===== config.mk =====
export PLATFORM = sky130hd
export DESIGN_NAME = highlight_ctrl
export DESIGN_NICKNAME = d
export VERILOG_FILES = /design/src/rtl/highlight_ctrl.sv
export SDC_FILE = /design/constraint.sdc
export NUM_CORES = 1
export LEC_CHECK = 0
export CORE_MARGIN = 2
export CORE_UTILIZATION = 41
export CTS_BUF_LIST = sky130_fd_sc_hd__clkbuf_16
export DETAILED_ROUTE_END_ITERATION = 6
export PLACE_DENSITY = 0.83
export SYNTH_ARGS = -nofsm -noshare
export SYNTH_HDL_FRONTEND = slang
export SYNTH_SLANG_ARGS = --single-unit

===== constraint.sdc =====
create_clock -name clk_pixel -period 1.6 [get_ports clk_pixel]
set_clock_uncertainty 0.15 [all_clocks]
set_input_delay 0.4 -clock clk_pixel [delete_from_list [all_inputs] [get_ports clk_pixel]]
set_output_delay 0.4 -clock clk_pixel [all_outputs]
set_load 0.01 [all_outputs]

===== src/rtl/highlight_ctrl.sv =====
// Highlight coordinate owner: round-robin accepts one update into a shadow register
// and commits it to hl_* on the next vsync falling edge so the highlight never tears.
module highlight_ctrl #(
    parameter int X_MAX  = 639,
    parameter int Y_MAX  = 479,
    parameter int X_INIT = 320,
    parameter int Y_INIT = 240
) (
    input  logic       clk_pixel,
    input  logic       reset_n,
    input  logic       vsync,
    input  logic       req0_valid,
    output logic       req0_ready,
    input  logic [9:0] req0_x,
    input  logic [8:0] req0_y,
    input  logic       req0_en,
    input  logic       req1_valid,
    output logic       req1_ready,
    input  logic [9:0] req1_x,
    input  logic [8:0] req1_y,
    input  logic       req1_en,
    output logic [9:0] hl_x,
    output logic [8:0] hl_y,
    output logic       hl_en,
    output logic       commit,
    output logic       pending,
    output logic       last_src
);

    typedef enum logic [1:0] {IDLE, PENDING, DONE} state_t;

    state_t     state, state_next;
    logic       vsync_q;
    logic       vsync_fall;
    logic       ptr;
    logic       accept;
    logic       src;
    logic [9:0] shadow_x;
    logic [8:0] shadow_y;
    logic       shadow_en;

    function automatic logic [9:0] clamp_x(input logic [9:0] x);
        return (x > 10'(X_MAX)) ? 10'(X_MAX) : x;
    endfunction

    function automatic logic [8:0] clamp_y(input logic [8:0] y);
        return (y > 9'(Y_MAX)) ? 9'(Y_MAX) : y;
    endfunction

    assign vsync_fall = vsync_q & ~vsync;
    assign pending    = (state == PENDING);

    always_ff @(posedge clk_pixel or negedge reset_n) begin
        if (!reset_n) begin
            state   <= IDLE;
            vsync_q <= 1'b1;
        end else begin
            state   <= state_next;
            vsync_q <= vsync;
        end
    end

    // Arbiter is only live in IDLE; a vsync fall coinciding with an accept is ignored.
    always_comb begin
        state_next = state;
        req0_ready = 1'b0;
        req1_ready = 1'b0;
        accept     = 1'b0;
        src        = 1'b0;
        case (state)
            IDLE: begin
                if (req0_valid && (!req1_valid || !ptr)) begin
                    req0_ready = 1'b1;
                end else if (req1_valid) begin
                    req1_ready = 1'b1;
                end
                accept = req0_ready | req1_ready;
                src    = req1_ready;
                if (accept) begin
                    state_next = PENDING;
                end
            end
            PENDING: begin
                if (vsync_fall) begin
                    state_next = DONE;
                end
            end
            DONE:    state_next = IDLE;
            default: state_next = IDLE;
        endcase
    end

    always_ff @(posedge clk_pixel or negedge reset_n) begin
        if (!reset_n) begin
            hl_x      <= 10'(X_INIT);
            hl_y      <= 9'(Y_INIT);
            hl_en     <= 1'b1;
            commit    <= 1'b0;
            last_src  <= 1'b0;
            ptr       <= 1'b0;
            shadow_x  <= '0;
            shadow_y  <= '0;
            shadow_en <= 1'b0;
        end else begin
            commit <= (state == PENDING) && vsync_fall;
            if (accept) begin
                shadow_x  <= src ? clamp_x(req1_x) : clamp_x(req0_x);
                shadow_y  <= src ? clamp_y(req1_y) : clamp_y(req0_y);
                shadow_en <= src ? req1_en : req0_en;
                last_src  <= src;
                ptr       <= ~src;
            end
            if ((state == PENDING) && vsync_fall) begin
                hl_x  <= shadow_x;
                hl_y  <= shadow_y;
                hl_en <= shadow_en;
            end
        end
    end

endmodule


After elaboration in Yosys (flattened, before gate mapping)
Index checks and enable logic that the tools add are counted.
{ "classes": {"bitwise_logic": 4, "mux": 18, "order_cmp": 4, "n_eq_ne": 3, "n_reduce_logical": 7} }
{ "op_table": {"columns": ["op", "n"], "rows": [
  ["$mux W10", 3],
  ["$mux W9", 3],
  ["$gt A10 B10 Y1 const B", 2],
  ["$gt A9 B9 Y1 const B", 2],
  ["$mux W1", 9],
  ["$mux W2", 2],
  ["$pmux W2 S2", 1],
  ["$eq A2 B1 Y1 const B", 1],
  ["$logic_and A1 B1 Y1", 2],
  ["$logic_not A1 Y1", 2],
  ["$logic_not A2 Y1", 1],
  ["$ne A2 B1 Y1 const B", 1],
  ["$ne A2 B2 Y1 const B", 1],
  ["$not A1 Y1", 2],
  ["$reduce_and A2 Y1", 1],
  ["$and A1 B1 Y1", 1],
  ["$logic_or A1 B1 Y1", 1],
  ["$or A1 B1 Y1", 1]
]} }
{ "word_totals": {"reg_bits": 46} }

Longest topological paths before layout
{ "depth": {"ltp_word": 8, "ltp_mapped": 5} }

Worst setup path before layout
Ideal clock, no wire load.
{ "synth_timing": {"path_type": "reg-to-reg", "startpoint": "reg state[1]", "endpoint": "reg hl_x[9]", "required_time_ps": 1325, "path_stages_with_launch": 5, "period_less_slack_ps": 1601, "arrival_ps": 1326, "setup_slack_ps": -1, "cell_sequence": "dfrtp_1 nor2b_4 nor3b_4 buf_6 mux2_2"} }
{ "synth_via": {"elab_chain_len": 2} }
{ "synth_lines": {"columns": ["element", "line_no", "source"], "rows": [
  ["start: declaration", "32", "state_t state, state_next;"],
  ["start signal: assignment", "58", "state <= state_next;"],
  ["$eq A2 B1 Y1", null, null],
  ["named net pending", "26", "output logic pending,"],
  ["$logic_and A1 B1 Y1", "113", "if ((state == PENDING) && vsync_fall) begin"],
  ["end signal: assignment", "95", "hl_x <= 10'(X_INIT);"],
  ["end signal: assignment", "114", "hl_x <= shadow_x;"],
  ["end: declaration", "22", "output logic [9:0] hl_x,"]
]} }
The timed path passes the listed nets, and every way through them passes these cells.
A chain may end at the register's enable or synchronous reset.

Worst setup path in the final report
{ "layout_timing": {"startpoint": "reg state[0]", "endpoint": "out req0_ready"} }
{ "layout_via": {"elab_chain_len": 2} }
{ "layout_lines": {"columns": ["element", "line_no", "source"], "rows": [
  ["$logic_not A2 Y1", "70", "case (state)"],
  ["$mux W1", "70", null],
  ["end: declaration", "13", "output logic req0_ready,"]
]} }
Every way passes these cells.

==> out/summary.txt <==
RSZ-0062 raised after global routing: true
die height: 75.92 um
Crit. End Element: output pin
IO Pins: 70
antenna cell count: 0
WL/cell: 20.31 um
Core ar.: 0.005042 sq mm
Overflow after GRT: 0
LEAKAGE: 0.001603 uW
Setup-failing EPs final: 34
Max Slew Vio Count: 0
initial antenna violation count: 0
TritonCTS clock tree: built
failing checks: setup timing
Die Area: 0.005764 sq mm
setup ws final: -0.2403 ns
TritonCTS buffer count: 5
syn_nets: 234
Nets: 349
# DRC: 0
largest net degree at the start of global routing: 47
Root Driver: clkbuf_16
Synth Instances: 189
setup TNS after final layout: -5.607 ns
initial drt markers: 184
first-pass GRT wire length: 11,650 um
final worst-path cycle share: 1.150
multi-input logic area: 0.001179 sq mm
Final Hold Viols: 0
Die Width: 75.92 um
Top delay family on crit path: flip-flops
Max clock buf depth: 2
ANT nets after route: 0
clock slew at reported path FFs: 0.05 ns
Critical Path AT: 1.29 ns
outcome: finished with violations
VDD IR max: 1.323 mV
gpl congestion: 0.7913
overall routing resource usage: 0.2612
Num Clock Sinks: 46
share of cells above drive strength 1: 0.4262
Port Buffer Count: 69
starting density of the core: 0.4206
post-synth cell types: 31
drt first pass iters: 4
detailed-route via count: 2,144
minimum clock period: 1.840 ns
CP Class: flip-flop to output pin
cell row count: 26
Power, Total: 6308 uW
Post-Syn Area: 0.002121 sq mm
H-tree levels: 2
pwr dens: 1698 mW/mm^2
Max Clk Rate: 543.4 MHz
top post-synthesis cells by area: dfrtp_1 (45%), mux2_2 (11%), dfstp_2 (9.9%)
Slew HR: 0.7531
Vias/cell: 5.717
Synth area leader: dfrtp_1
Buf/Inv on CP: 3
fillcell total: 327
CP Launch Type: flip-flop
CP Data Required Time: 1.05 ns
Worst Tran Pin Value: 0.3703 ns
Seq/Total Area, Yosys: 0.5475
Clk Latency, worst-skew pair: 0.29 ns
vias in the first global route: 2,218
max-cap viol count: 0
HPWL Detailed: 4269 um
DRT Wirelength: 7618 um
Yosys top cell area share: 0.4484
Synth Register Bits: 46
area growth from synthesis to layout: 75.22%
Max FO, Critical Path: 4
Seq. cell area: 0.001162 sq mm
Synthesis Warnings: 0
hold crit path type: flip-flop to flip-flop
Mapped Avg Cell Area: 11.22 sq um
CP max stage delay: 0.41 ns
CP cell instances: buf_6 -> nor2_4 -> nand3_2 -> inv_1 -> buf_2
CP max stage cell: dfrtp_1
## layout by cell type, fill, tap and decap left out, drive strengths merged, types with 3 or more instances in the layout
master / count
nor4: 6
clkdlybuf4s50: 41
nand2: 6
inv: 5
mux2: 20
a211oi: 6
buf: 56
clkbuf: 7
dlygate4sd2: 17
nor3b: 3
o31ai: 6
o21ai: 21
nor2b: 4
a31oi: 6
dfrtp: 38
o221ai: 7
a21oi: 6
nor2: 15
nand3: 10
dfstp: 8
## cells by family (layout without fill, tap and decap cells)
| group | Yosys count | after routing | synth area share |
|---|---|---|---|
| AND/OR/NAND/NOR | 54 | 55 | 0.1475 |
| multiplexers | 20 | 20 | 0.1062 |
| flip-flops | 46 | 46 | 0.5475 |
| buffers and inverters | 14 | 129 | 0.03539 |
| AO/OA/AOI/OAI | 55 | 55 | 0.1634 |
## synthesized netlist by cell type
cell and count:
a31oi_1 6, clkbuf_1 3, nor2_1 15, dfrtp_1 38, o31ai_1 6, nor2b_4 1, nand3_1 10, nor3b_1 1
nor4_1 6, nand2b_1 1, a21oi_1 6, a21o_1 1, dfstp_2 8, o21ai_0 21, nand4_1 2, nor3b_2 1
nand2_1 6, a211oi_1 6, o221ai_1 7, o21a_1 2, clkbuf_2 1, nor2b_1 3, inv_1 3, or3b_1 1
buf_2 5, mux2_2 20, nor3b_4 1, nand4b_1 2, buf_6 2, or2_2 2, and4_1 2
## timing repair
action / 4_1_cts / 5_1_grt
hold buffers: 1 / 0
setup endpoints to repair: 66 / 48
endpoints found under the hold margin: 38 / 0
resized for setup: 105 / 43
cloned: 3 / 0
setup buffers: 9 / 10
pin swaps: 4 / 11
## metrics by stage
stage / cell area (sq um) / hold WS (ns) / utilization / instances / setup slack, ns
floorplan: 2121 / -0.04559 / - / 189 / -0.0006718
global placement: 3095 / 0.2439 / 0.6139 / 349 / -0.7021
detailed placement: 3095 / 0.2493 / 0.6139 / 349 / -0.7068
CTS: 3550 / 0.3323 / 0.7040 / 370 / -0.2260
global route: 3716 / 0.3470 / 0.7370 / 375 / -0.3130
finish: 3716 / 0.3348 / 0.7370 / 375 / -0.2403
## final timing paths
| path | start | endpoint | slack, ns | cells past startpoint |
|---|---|---|---|---|
| min in group asynchronous | reset_n | hl_x[4]$_DFFE_PN0P_ | 0.46 | 3 |
| setup reg to reg | state[1]$_DFFE_PN0P_ | hl_x[0]$_DFFE_PN0P_ | -0.23 | 6 |
| setup / recovery | state[0]$_DFFE_PN0P_ | req0_ready | -0.24 | 5 |
| max in group asynchronous | reset_n | hl_y[5]$_DFFE_PN1P_ | 0.56 | 3 |
| hold reg to reg | last_src$_DFFE_PN0P_ | last_src$_DFFE_PN0P_ | 0.33 | 1 |
| hold / removal | last_src$_DFFE_PN0P_ | last_src$_DFFE_PN0P_ | 0.33 | 1 |
## routing by layer
layer,share of wire,routed length [um],GRT usage,vias to the layer above
met5,0,0,0,-
met4,0.028,216,0.09818,0
met3,0.061,462,0.06190,28
met2,0.52,3983,0.4625,113
met1,0.39,2956,0.3083,1066
li1,-,-,-,937
## registers in the layout, summed over array words and instances, names as in the netlist
register	count
commit	1
hl_en	1
hl_x	10
hl_y	9
last_src	1
ptr	1
shadow_en	1
shadow_x	10
shadow_y	9
state	2
vsync_q	1
## area by class of cell
| class | instances | area share |
|---|---|---|
| Clock buffer | 5 | 0.03367 |
| Clock inverter | 3 | 0.01010 |
| Inverter | 3 | 0.003030 |
| Multi-Input combinational cell | 130 | 0.3172 |
| Sequential cell | 46 | 0.3128 |
| Tap cell | 70 | 0.02357 |
| Timing Repair Buffer | 118 | 0.2997 |
## power by group
part	leakage, uW	total [uW]	switching, uW	internal [uW]
registers	0.000538	2140	358	1780
clock network	0.0000864	1170	444	726
logic	0.000978	3000	1360	1630
total	0.00160	6310	2170	4140
(Power assumes the default switching activity.)
